===== config.mk =====
export PLATFORM = sky130hd
export DESIGN_NAME = multicycle_controller
export DESIGN_NICKNAME = d
export VERILOG_FILES = /design/src/rtl/multicycle_controller.sv
export SDC_FILE = /design/constraint.sdc
export NUM_CORES = 1
export LEC_CHECK = 0
export CAP_MARGIN = 20
export CORE_ASPECT_RATIO = 0.5
export CORE_MARGIN = 4
export CORE_UTILIZATION = 41
export CTS_CLUSTER_SIZE = 12
export DETAILED_ROUTE_END_ITERATION = 10
export GPL_TIMING_DRIVEN = 0
export PLACE_DENSITY_LB_ADDON = 0.1
export SLEW_MARGIN = 20
export SYNTH_ARGS = -nofsm -noshare
export SYNTH_HDL_FRONTEND = slang
export SYNTH_SLANG_ARGS = --single-unit

===== constraint.sdc =====
create_clock -name clk -period 1.55 [get_ports clk]
set_input_delay 0.2325 -clock clk [delete_from_list [all_inputs] [get_ports clk]]
set_output_delay 0.2325 -clock clk [all_outputs]
set_load 0.02 [all_outputs]

===== src/rtl/multicycle_controller.sv =====
// multicycle_controller
//   Sequencing FSM for the multi-cycle RV32I core. One micro-step per clock;
//   decodes op/func3/func7 and the ALU flags into every datapath select and
//   enable of the shared-memory datapath, and raises done on the halt opcode.
//
// Parameters
//   BOOT_WAIT  idle cycles after reset release before the first FETCH (0..255)
//   OP_HALT    opcode that stops the core (HALT state, done=1)
//
// Optional feature
//   MULTICYCLE_ILLEGAL_TRAP_EN  when defined, an unknown opcode or an illegal
//   func3 on R/I-type ALU ops or branches traps to HALT from DECODE with
//   done=1 and illegal=1. When undefined, illegal is tied 0 and unknown
//   opcodes execute as a 2-cycle NOP.
//
// Ports
//   clk, rst           rising-edge clock, synchronous active-low reset
//   op, func3, func7   instruction fields from IR
//   zero, lt           ALU flags (result==0, signed rs1<rs2)
//   PCWrite, AdrSrc, MemWrite, IRWrite, RegWrite   datapath enables/selects
//   ResultSrc, ALUSrcA, ALUSrcB                    datapath mux selects
//   ALUControl, ImmSrc                             ALU op / immediate format
//   done, illegal                                  halt status
//
// Outputs are decoded from the state register (plus IR fields / flags where
// the datapath needs them the same cycle) and forced to 0 while rst is low so
// no write fires in a reset cycle.
module multicycle_controller #(
  parameter int unsigned BOOT_WAIT = 0,
  parameter logic [6:0]  OP_HALT   = 7'b0000000
) (
  input  logic       clk,
  input  logic       rst,
  input  logic [6:0] op,
  input  logic [2:0] func3,
  input  logic [6:0] func7,
  input  logic       zero,
  input  logic       lt,
  output logic       PCWrite,
  output logic       AdrSrc,
  output logic       MemWrite,
  output logic       IRWrite,
  output logic [1:0] ResultSrc,
  output logic [1:0] ALUSrcA,
  output logic [1:0] ALUSrcB,
  output logic [2:0] ALUControl,
  output logic [2:0] ImmSrc,
  output logic       RegWrite,
  output logic       done,
  output logic       illegal
);

  localparam int unsigned CNT_W = 8;

  localparam logic [6:0] OP_LOAD   = 7'b0000011;
  localparam logic [6:0] OP_STORE  = 7'b0100011;
  localparam logic [6:0] OP_RTYPE  = 7'b0110011;
  localparam logic [6:0] OP_ITYPE  = 7'b0010011;
  localparam logic [6:0] OP_BRANCH = 7'b1100011;
  localparam logic [6:0] OP_JAL    = 7'b1101111;
  localparam logic [6:0] OP_JALR   = 7'b1100111;
  localparam logic [6:0] OP_LUI    = 7'b0110111;

  localparam logic [1:0] RES_ALUOUT = 2'b00;
  localparam logic [1:0] RES_MDR    = 2'b01;
  localparam logic [1:0] RES_ALU    = 2'b10;
  localparam logic [1:0] RES_IMM    = 2'b11;

  localparam logic [1:0] A_PC    = 2'b00;
  localparam logic [1:0] A_OLDPC = 2'b01;
  localparam logic [1:0] A_RS1   = 2'b10;

  localparam logic [1:0] B_RS2  = 2'b00;
  localparam logic [1:0] B_IMM  = 2'b01;
  localparam logic [1:0] B_FOUR = 2'b10;

  localparam logic [2:0] ALU_ADD = 3'b000;
  localparam logic [2:0] ALU_SUB = 3'b001;
  localparam logic [2:0] ALU_AND = 3'b010;
  localparam logic [2:0] ALU_OR  = 3'b011;
  localparam logic [2:0] ALU_XOR = 3'b100;
  localparam logic [2:0] ALU_SLT = 3'b101;

  localparam logic [2:0] IMM_I = 3'b000;
  localparam logic [2:0] IMM_S = 3'b001;
  localparam logic [2:0] IMM_B = 3'b010;
  localparam logic [2:0] IMM_J = 3'b011;
  localparam logic [2:0] IMM_U = 3'b100;

  // 5-bit encoding leaves spare codes; any of them recovers to BOOT.
  typedef enum logic [4:0] {
    S_BOOT     = 5'd0,
    S_FETCH    = 5'd1,
    S_DECODE   = 5'd2,
    S_MEMADR   = 5'd3,
    S_MEMREAD  = 5'd4,
    S_MEMWB    = 5'd5,
    S_MEMWRITE = 5'd6,
    S_EXECR    = 5'd7,
    S_EXECI    = 5'd8,
    S_ALUWB    = 5'd9,
    S_BRANCH   = 5'd10,
    S_JAL      = 5'd11,
    S_JALR     = 5'd12,
    S_JALRWB   = 5'd13,
    S_LUI      = 5'd14,
    S_HALT     = 5'd15
  } state_e;

  state_e           state_q, state_d;
  logic [CNT_W-1:0] boot_cnt_q, boot_cnt_d;

  logic       pc_write_c;
  logic       adr_src_c;
  logic       mem_write_c;
  logic       ir_write_c;
  logic [1:0] result_src_c;
  logic [1:0] alu_src_a_c;
  logic [1:0] alu_src_b_c;
  logic [2:0] alu_control_c;
  logic [2:0] imm_src_c;
  logic       reg_write_c;
  logic       done_c;
  logic       illegal_flag_c;

  logic       alu_f3_ok_c;
  logic       br_f3_ok_c;
  logic       trap_c;
  logic [2:0] alu_dec_c;

  // Only func7[5] distinguishes sub from add; the other bits are don't-care.
  logic unused_func7;
  assign unused_func7 = ^{func7[6], func7[4:0]};

  // Legal func3 sets for the ALU ops this core implements and for branches.
  always_comb begin
    alu_f3_ok_c = 1'b0;
    br_f3_ok_c  = 1'b0;
    case (func3)
      3'b000, 3'b111, 3'b110, 3'b100, 3'b010: alu_f3_ok_c = 1'b1;
      default:                                alu_f3_ok_c = 1'b0;
    endcase
    case (func3)
      3'b000, 3'b001, 3'b100, 3'b101: br_f3_ok_c = 1'b1;
      default:                        br_f3_ok_c = 1'b0;
    endcase
  end

  // ALU op for EXECR/EXECI; func7[5] selects sub only on register-register ops.
  always_comb begin
    alu_dec_c = ALU_ADD;
    case (func3)
      3'b000:  alu_dec_c = (state_q == S_EXECR && func7[5]) ? ALU_SUB : ALU_ADD;
      3'b111:  alu_dec_c = ALU_AND;
      3'b110:  alu_dec_c = ALU_OR;
      3'b100:  alu_dec_c = ALU_XOR;
      3'b010:  alu_dec_c = ALU_SLT;
      default: alu_dec_c = ALU_ADD;
    endcase
  end

`ifdef MULTICYCLE_ILLEGAL_TRAP_EN
  logic illegal_q, illegal_d;

  // Instruction that cannot be executed; evaluated only while in DECODE.
  always_comb begin
    trap_c = 1'b0;
    if (op != OP_HALT) begin
      case (op)
        OP_LOAD, OP_STORE, OP_JAL, OP_JALR, OP_LUI: trap_c = 1'b0;
        OP_RTYPE, OP_ITYPE:                         trap_c = !alu_f3_ok_c;
        OP_BRANCH:                                  trap_c = !br_f3_ok_c;
        default:                                    trap_c = 1'b1;
      endcase
    end
  end

  // Sticky cause flag for the HALT entered through a trap.
  always_comb begin
    illegal_d = illegal_q;
    if (state_q == S_DECODE && trap_c) begin
      illegal_d = 1'b1;
    end
  end

  always_ff @(posedge clk) begin
    if (!rst) begin
      illegal_q <= 1'b0;
    end else begin
      illegal_q <= illegal_d;
    end
  end

  assign illegal_flag_c = illegal_q;
`else
  logic unused_f3_ok;
  assign unused_f3_ok   = alu_f3_ok_c ^ br_f3_ok_c;
  assign trap_c         = 1'b0;
  assign illegal_flag_c = 1'b0;
`endif

  // State and boot-counter registers.
  always_ff @(posedge clk) begin
    if (!rst) begin
      state_q    <= S_BOOT;
      boot_cnt_q <= '0;
    end else begin
      state_q    <= state_d;
      boot_cnt_q <= boot_cnt_d;
    end
  end

  // Next-state and per-state control decode.
  always_comb begin
    state_d       = state_q;
    boot_cnt_d    = boot_cnt_q;
    pc_write_c    = 1'b0;
    adr_src_c     = 1'b0;
    mem_write_c   = 1'b0;
    ir_write_c    = 1'b0;
    result_src_c  = RES_ALUOUT;
    alu_src_a_c   = A_PC;
    alu_src_b_c   = B_RS2;
    alu_control_c = ALU_ADD;
    imm_src_c     = IMM_I;
    reg_write_c   = 1'b0;
    done_c        = 1'b0;

    case (state_q)
      S_BOOT: begin
        if (boot_cnt_q == CNT_W'(BOOT_WAIT)) begin
          state_d = S_FETCH;
        end else begin
          boot_cnt_d = boot_cnt_q + CNT_W'(1);
        end
      end

      S_FETCH: begin
        ir_write_c   = 1'b1;
        alu_src_a_c  = A_PC;
        alu_src_b_c  = B_FOUR;
        result_src_c = RES_ALU;
        pc_write_c   = 1'b1;
        state_d      = S_DECODE;
      end

      // ALUOut captures the branch/jump target for the following state.
      S_DECODE: begin
        alu_src_a_c = A_OLDPC;
        alu_src_b_c = B_IMM;
        imm_src_c   = (op == OP_JAL) ? IMM_J : IMM_B;
        if (op == OP_HALT || trap_c) begin
          state_d = S_HALT;
        end else begin
          case (op)
            OP_LOAD, OP_STORE: state_d = S_MEMADR;
            OP_RTYPE:          state_d = S_EXECR;
            OP_ITYPE:          state_d = S_EXECI;
            OP_BRANCH:         state_d = S_BRANCH;
            OP_JAL:            state_d = S_JAL;
            OP_JALR:           state_d = S_JALR;
            OP_LUI:            state_d = S_LUI;
            default:           state_d = S_FETCH;
          endcase
        end
      end

      S_MEMADR: begin
        alu_src_a_c = A_RS1;
        alu_src_b_c = B_IMM;
        if (op == OP_STORE) begin
          imm_src_c = IMM_S;
          state_d   = S_MEMWRITE;
        end else begin
          imm_src_c = IMM_I;
          state_d   = S_MEMREAD;
        end
      end

      S_MEMREAD: begin
        adr_src_c    = 1'b1;
        result_src_c = RES_ALUOUT;
        state_d      = S_MEMWB;
      end

      S_MEMWB: begin
        result_src_c = RES_MDR;
        reg_write_c  = 1'b1;
        state_d      = S_FETCH;
      end

      S_MEMWRITE: begin
        adr_src_c    = 1'b1;
        result_src_c = RES_ALUOUT;
        mem_write_c  = 1'b1;
        state_d      = S_FETCH;
      end

      S_EXECR: begin
        alu_src_a_c   = A_RS1;
        alu_src_b_c   = B_RS2;
        alu_control_c = alu_dec_c;
        state_d       = S_ALUWB;
      end

      S_EXECI: begin
        alu_src_a_c   = A_RS1;
        alu_src_b_c   = B_IMM;
        imm_src_c     = IMM_I;
        alu_control_c = alu_dec_c;
        state_d       = S_ALUWB;
      end

      S_ALUWB: begin
        result_src_c = RES_ALUOUT;
        reg_write_c  = 1'b1;
        state_d      = S_FETCH;
      end

      // Compare with sub; ALUOut still holds the target from DECODE.
      S_BRANCH: begin
        alu_src_a_c   = A_RS1;
        alu_src_b_c   = B_RS2;
        alu_control_c = ALU_SUB;
        result_src_c  = RES_ALUOUT;
        case (func3)
          3'b000:  pc_write_c = zero;
          3'b001:  pc_write_c = !zero;
          3'b100:  pc_write_c = lt;
          3'b101:  pc_write_c = !lt;
          default: pc_write_c = 1'b0;
        endcase
        state_d = S_FETCH;
      end

      // PC <- target in ALUOut while ALU forms OldPC+4 for the link write.
      S_JAL: begin
        alu_src_a_c  = A_OLDPC;
        alu_src_b_c  = B_FOUR;
        result_src_c = RES_ALUOUT;
        pc_write_c   = 1'b1;
        state_d      = S_ALUWB;
      end

      S_JALR: begin
        alu_src_a_c  = A_RS1;
        alu_src_b_c  = B_IMM;
        imm_src_c    = IMM_I;
        result_src_c = RES_ALU;
        pc_write_c   = 1'b1;
        state_d      = S_JALRWB;
      end

      S_JALRWB: begin
        alu_src_a_c  = A_OLDPC;
        alu_src_b_c  = B_FOUR;
        result_src_c = RES_ALU;
        reg_write_c  = 1'b1;
        state_d      = S_FETCH;
      end

      S_LUI: begin
        imm_src_c    = IMM_U;
        result_src_c = RES_IMM;
        reg_write_c  = 1'b1;
        state_d      = S_FETCH;
      end

      S_HALT: begin
        done_c  = 1'b1;
        state_d = S_HALT;
      end

      default: begin
        state_d = S_BOOT;
      end
    endcase
  end

  // Reset cycle forces every output low.
  assign PCWrite    = rst & pc_write_c;
  assign AdrSrc     = rst & adr_src_c;
  assign MemWrite   = rst & mem_write_c;
  assign IRWrite    = rst & ir_write_c;
  assign ResultSrc  = rst ? result_src_c  : 2'b00;
  assign ALUSrcA    = rst ? alu_src_a_c   : 2'b00;
  assign ALUSrcB    = rst ? alu_src_b_c   : 2'b00;
  assign ALUControl = rst ? alu_control_c : 3'b000;
  assign ImmSrc     = rst ? imm_src_c     : 3'b000;
  assign RegWrite   = rst & reg_write_c;
  assign done       = rst & done_c;
  assign illegal    = rst & done_c & illegal_flag_c;

endmodule


==> results by group, run 1 <==
Worst setup path
  – Worst EP required: between 1 and 1.5 ns
  – CP arrival: 1.73 ns
  – Worst stage delay on the critical path: 0.32 ns
  – Worst path bufs/invs: 5
  – Critical path, cell by cell: buf_6, buf_4, buf_4, buf_6, nor3_4, a31oi_1, nor2_1, buf_4
  – CP delay by family, top: buffers and inverters
  – CP Launch Type: register
  – Critical path class: register to output port
  – Element type at the critical path end: output port
  – Crit-path slowest cell: dfxtp_2
  – Max Fanout on Critical Path: 5
  – Crit path top cell by count: buf_4

Routing
  – Antenna-violating nets left: 0
  – Vias: 1588
  – Vias/cell: between 5 and 6
  – DRT Pass-1 Iters: 4
  – WL final: ~4800 um
  – Initial DRC count: about 120
  – # DRC: 0
  – WL/cell: roughly 18 um

Status
  – Failing checks: negative setup slack
  – Status: complete, but fails checks

Clocking
  – Hold buffers post-CTS: 0
  – Number of CTS-inserted buffers: 3
  – Clock tree buffer depth: 2
  – Root buffer cell: clkbuf_8
  – CTS H-tree depth: 1
  – CTS tree: built
  – Worst-path clk slew: around 0.05 ns
  – Clock latency on the worst-skew pair: about 0.25 ns
  – Clock sink count: 12

Global route
  – First-pass GRT wire length: 6420 um
  – Tot GR Track Use: 20.7%
  – Initial antenna violation count: 0
  – Largest net degree at the start of global routing: 11
  – Gr ovfl total: 0
  – Vias in the first global route: 1346

Pwr
  – Sequential share of power: 29.4%
  – Leakage dissipation: around 0.85 nW
  – Peak VDD IR: 517 uV
  – PD cells: 502 nW/um^2
  – Pwr Total: around 1.1 mW
  – Sw power: approximately 370 uW
  – Clock Power Share: between 30 and 40%
  – P_int: 736 uW
  – Switching share of power: about a third
  – Combinational power share: 38.6%

Layout
  – Nets: approximately 250
  – Layout fillers: 160
  – # diodes: 0
  – Design Area, Final: about 2200 sq um
  – Post-layout util: roughly 81%
  – Fraction of layout instances using a drive strength above 1: between 50% and 60%
  – Area grow syn2layout: 79.9%

Floorplanning
  – DIE HEIGHT: about 47 um
  – Core Area: 2720 sq um
  – Ports: 40
  – Die footprint: between 3000 and 4000 sq um
  – Initial Utilization: between 40% and 50%
  – Rows: 13
  – Die Span X: ~85 um

Job
  – Maximum Capacitance Violations: 0

Placement
  – Placed inst area: about 1600 sq um
  – Post-DP HPWL: around 2600 um
  – Placer Congestion: between 0.8 and 0.9
  – Buffers added on ports: 31

Synth
  – Yosys Warn Count: 0
  – Area contributors post-synth: dfxtp_1 20%, nor2_1 8.6%, xor2_1 5.0%
  – Area leader, netlist: dfxtp_1
  – Top_reg_cell synth: dfxtp_1
  – Post-synth top area share: between 15 and 20%
  – Syn Area/Cell: about 7.0 sq um
  – Number of flops mapped to enable cells by yosys: 0
  – Seq cells post-synth: 12
  – Register area share after synthesis: just under 20%
  – Async SR Flop Fraction: 0%
  – Netlist cell types: 52
  – Mapped Nets: approximately 200
  – Mapped cell area: between 1000 and 1500 sq um
  – Post-Synthesis Cells: roughly 170

STA
  – Final setup margin: -0.416 ns
  – FMAX: about 0.51 GHz
  – Final Hold Viols: 0
  – # setup viols final: 20
  – Post-Route Skew: ~0.0047 ns
  – Final period demand of the worst path: between 1.5 and 2 ns
  – Final Cycle Share: 127%
  – Slew Viols, Final: 0
  – RSZ-0062 raised after global routing: yes

Worst hold path
  – Tightest Hold Check Type: primary input to register
==> power groups by stage <==
stage	registers (mW)	clock network, mW	logic, mW
floorplan	0.327	0	0.176
global placement	0.328	0	0.282
detailed placement	0.328	0	0.282
CTS	0.322	0.354	0.365
global route	0.324	0.368	0.451
finish	0.324	0.352	0.425
==> cells in the final DEF, fill, tap and decap left out, drive strengths merged, types with 5 or more instances in the layout <==
cell type      netlist  final
dlygate4sd2          0      5
nor2                28     28
o21ai                6      6
and3                 5      5
nand4                6      6
a21oi                9      9
buf                 13     53
clkdlybuf4s50        0      7
clkbuf               2      7
xor2                 7      7
dfxtp               12     12
nand2               13     13
nor3                 8      8
nand3                6      6
==> state kept, by name, indices dropped and copies added (netlist names) <==
| register | cells |
|---|---|
| boot_cnt_q | 8 |
| state_q | 4 |
==> per-layer routing <==
| layer | wire length (um) | up-vias | global-route usage [%] |
|---|---|---|---|
| li1 | - | 747 | - |
| met1 | 2030 | 732 | 27.5 |
| met2 | 2150 | 94 | 33.6 |
| met3 | 506 | 15 | 4.64 |
| met4 | 110 | 0 | 7.26 |
| met5 | 0 | - | 0 |
==> synth_stat cells, drive strengths merged, types with 2 or more instances <==
master  instances
nor2           28
buf            13
nand2          13
dfxtp          12
a21oi           9
nor3            8
xor2            7
nand3           6
nand4           6
o21ai           6
and3            5
a211oi          4
inv             4
xnor2           4
and2            3
nand2b          3
nand3b          3
nor2b           3
a31oi           2
clkbuf          2
ha              2
mux2i           2
nand4b          2
nor4            2
o31ai           2
or3             2
or4             2
or4b            2
==> metrics by stage <==
step,hold slack [ns],setup WS (ns),setup TNS [ns],std cells
3_3_place_gp,0.499,-1.17,-17.36,241
4_1_cts,0.499,-0.370,-1.84,255
6_report,0.399,-0.416,-3.86,267
3_5_place_dp,0.514,-1.18,-17.68,241
5_1_grt,0.435,-0.444,-5.02,267
2_1_floorplan,0.370,-0.127,-0.208,173
==> area by class of cell <==
cell class,instances,area [sq um],share of cell area [%]
Multi-Input combinational cell,142,1170,53.4
Timing Repair Buffer,53,467,21.3
Sequential cell,12,253,11.5
Buffer,15,185,8.45
Clock buffer,4,55.1,2.51
Tap cell,37,46.3,2.11
Inverter,4,15.0,0.685
==> what timing repair did <==
action | 4_1_cts | 5_1_grt
setup endpoints to repair | 28 | 30
cloned | 0 | 1
resized for setup | 161 | 41
buffers inserted | 10 | 11
pin swaps | 10 | 23
==> cells by family after synthesis <==
group | Yosys count | share of synthesized area (%)
other | 1 | 0.308
AO/OA/AOI/OAI | 34 | 19.6
AND/OR/NAND/NOR | 92 | 41.4
adder cells (fa/ha/maj) | 2 | 2.05
buffers and inverters | 19 | 7.39
XOR/XNOR | 11 | 7.91
multiplexers | 2 | 1.64
flip-flops | 12 | 19.7
==> path summary, 6_finish.rpt <==
kind	startpoint	endpoint	slack (ns)	cells after the start
hold / removal	rst	state_q[0]$_SDFFE_PN0N_	0.40	3
setup / recovery	state_q[3]$_SDFFE_PN0N_	ALUSrcA[0]	-0.42	8
hold reg to reg	boot_cnt_q[7]$_SDFFE_PN0P_	boot_cnt_q[7]$_SDFFE_PN0P_	0.53	2
setup reg to reg	state_q[3]$_SDFFE_PN0N_	state_q[1]$_SDFFE_PN0N_	-0.12	8
==> tightest hold or removal path, stage by stage <==
cell and delay, ns:
buf_2 0.18, inv_1 0.11, o41ai_2 0.08
Power figures use the tool's default switching activity.
==> inputs of run 2 (changes only) <==
Settings changed: MAX_ROUTING_LAYER from default to met4, PLACE_DENSITY from default to 0.73, PLACE_DENSITY_LB_ADDON 0.1 to default.
==> run 2 against run 1 <==
The flow still finishes with violations (negative setup slack). Worst hold slack gained 0.14 ns. Via count up 8.5%. Critical path depth shrank 2. Combinational power rose by 10%. Wire length rose by 14%. Critical endpoint is now ImmSrc[0]. Largest power group unchanged. Flip-flop and latch count unchanged. Final area grew 2.8%. Global-route usage rose by 1.6 points. Non-clock buffer count grew 5. Sequential power is essentially flat.
==> results by group, run 2 (synthesis results as in run 1) <==
Status
  – Status: complete, but fails checks
  – Failing checks: negative setup slack

Layout
  – Fraction of layout instances using a drive strength above 1: a little over half
  – Post-layout instance count excluding filler cells: approximately 270
  – Post-layout util: 83.0%
  – Reg with most FFs: boot_cnt_q
  – Leading registers by flop count: boot_cnt_q x8, state_q x4
  – Layout fillers: roughly 140
  – # diodes: 0
  – Number of flip-flops in the largest register: 8
  – Most frequent cells in the layout: 34 x buf_4, 21 x nor2_1, 17 x buf_6
  – Design Area, Final: around 2300 sq um
  – Most common cell after layout, fill and taps aside: buf_4
  – Nets: between 200 and 300
  – Area grow syn2layout: 84.9%

Worst setup path
  – RR Endpoint: boot_cnt_q[7]$_SDFFE_PN0P_
  – Crit-path slowest cell: or4_4
  – Element type at the critical path end: output port
  – Worst stage delay on the critical path: around 0.5 ns
  – Max Fanout on Critical Path: 6
  – Worst path bufs/invs: 2
  – Crit. Startpoint: state_q[3]$_SDFFE_PN0N_
  – Worst EP required: 1.32 ns
  – Crit path depth: 6
  – CP Launch Type: register
  – CP delay by family, top: simple AND/OR/NAND/NOR gates
  – CP arrival: between 1.5 and 2 ns
  – Flop-to-flop setup slack: -0.22 ns
  – Crit path top cell by count: buf_6
  – FF-to-FF Start: state_q[3]$_SDFFE_PN0N_
  – Worst setup path end: ImmSrc[0]
  – Worst-case reg-to-reg path depth: 9
  – Critical path class: register to output port
  – Critical path, cell by cell: buf_6, nor2b_4, a21oi_1, or4_4, a21oi_2, buf_6

Floorplanning
  – Initial Utilization: 44.9%
  – Die footprint: 3960 sq um
  – Core Area: 2720 sq um
  – Ports: 40
  – DIE HEIGHT: 46.6 um
  – Rows: 13
  – Die Span X: roughly 85 um

Clocking
  – Clock sink count: 12
  – Number of CTS-inserted buffers: 3
  – Worst-path clk slew: 0.06 ns
  – CTS tree: built
  – Clock latency on the worst-skew pair: 0.24 ns
  – Hold buffers post-CTS: 0
  – Clock tree buffer depth: 2
  – CTS H-tree depth: 1
  – Root buffer cell: clkbuf_8

Global route
  – Vias in the first global route: ~1400
  – Largest net degree at the start of global routing: 11
  – Initial antenna violation count: 0
  – First-pass GRT wire length: 6640 um
  – Gr ovfl total: 0
  – Tot GR Track Use: ~22%

Job
  – Maximum Capacitance Violations: 0

Placement
  – Dpl cells: approximately 240
  – Placed inst area: between 1500 and 2000 sq um
  – Post-DP HPWL: about 2600 um
  – Placer Congestion: around 0.9
  – Setup Slack @ Placement: -1.31 ns
  – Buffers added on ports: 31

Routing
  – # DRC: 0
  – DRT Pass-1 Iters: 5
  – WL/cell: roughly 20 um
  – Antenna-violating nets left: 0
  – Vias/cell: about 6.3
  – WL final: around 5500 um
  – Vias: ~1700
  – Initial DRC count: between 100 and 150

Pwr
  – Leakage dissipation: between 0.9 and 1 nW
  – PD cells: 507 nW/um^2
  – Peak VDD IR: 407 uV

STA
  – Final period demand of the worst path: between 1.5 and 2 ns
  – Final Hold Viols: 0
  – Post-Route Skew: approximately 0.0048 ns
  – # setup viols final: 27
  – RSZ-0062 raised after global routing: yes
  – Slew Viols, Final: 0
  – FMAX: approximately 0.52 GHz
  – Setup_tns: -4.37 ns
  – Final Cycle Share: 124%
  – Final setup margin: -0.370 ns

Worst hold path
  – Tightest Hold Check Type: primary input to register
run 2: changes by cell type in the layout (fill, tap and decap cells not counted), sizes merged:
cell | before | now
clkdlybuf4s50 | 7 | 5
dlymetal6s2s | 0 | 3
clkbuf | 7 | 8
dlygate4sd2 | 5 | 3
clkdlybuf4s15 | 0 | 1
buf | 53 | 57
run 2: stage by stage:
step	hold slack (ns)	total power, mW
3_3_place_gp	0.498	0.608
4_1_cts	0.491	1.04
6_report	0.540	1.14
2_1_floorplan	0.370	0.502
5_1_grt	0.577	1.18
3_5_place_dp	0.497	0.612
run 2: cell type report:
| class | count | area [sq um] | area share [%] |
|---|---|---|---|
| inverters | 4 | 15.0 | 0.666 |
| well taps | 37 | 46.3 | 2.05 |
| plain buffers | 14 | 171 | 7.61 |
| repair buffers | 59 | 533 | 23.7 |
| multi-input cells | 142 | 1180 | 52.4 |
| clock buffers | 4 | 55.1 | 2.44 |
| flip-flops and latches | 12 | 253 | 11.2 |
run 2: worst register-to-register path, stage by stage (launching register included):
cell	delay [ns]
dfxtp_2	0.31
buf_6	0.13
buf_4	0.13
buf_6	0.12
buf_6	0.12
nor4_4	0.24
buf_4	0.20
nand4_1	0.12
xor2_1	0.19
nor2_1	0.14
run 2: repair_timing:
item	CTS	global route
pin swaps	16	18
setup endpoints to repair	28	30
setup buffers	15	11
resized for setup	160	41
gates cloned	0	2
run 2: per-layer routing:
| layer | share of wire, % | GRT usage (%) | up-vias |
|---|---|---|---|
| met1 | 41 | 26.3 | 812 |
| li1 | - | - | 749 |
| met5 | 0 | - | - |
| met4 | 5.2 | 4.10 | 0 |
| met2 | 46 | 41.7 | 122 |
| met3 | 7.3 | 3.21 | 40 |
run 2: power by group:
part	switching, mW	leakage [nW]	internal [mW]
logic	0.249	0.801	0.220
clock network	0.124	0.0288	0.225
registers	0.0104	0.100	0.315
total	0.383	0.930	0.760
run 2: how the worst min path moves through the flow:
| stage | cells after the start | endpoint | from |
|---|---|---|---|
| final | 3 | state_q[0]$_SDFFE_PN0N_ | rst |
| after global routing | 5 | state_q[1]$_SDFFE_PN0N_ | op[1] |
| after CTS | 3 | state_q[0]$_SDFFE_PN0N_ | rst |
| after detailed placement | 2 | boot_cnt_q[7]$_SDFFE_PN0P_ | boot_cnt_q[7]$_SDFFE_PN0P_ |
| after global placement | 2 | boot_cnt_q[7]$_SDFFE_PN0P_ | boot_cnt_q[7]$_SDFFE_PN0P_ |
| after floorplan | 2 | state_q[0]$_SDFFE_PN0N_ | rst |
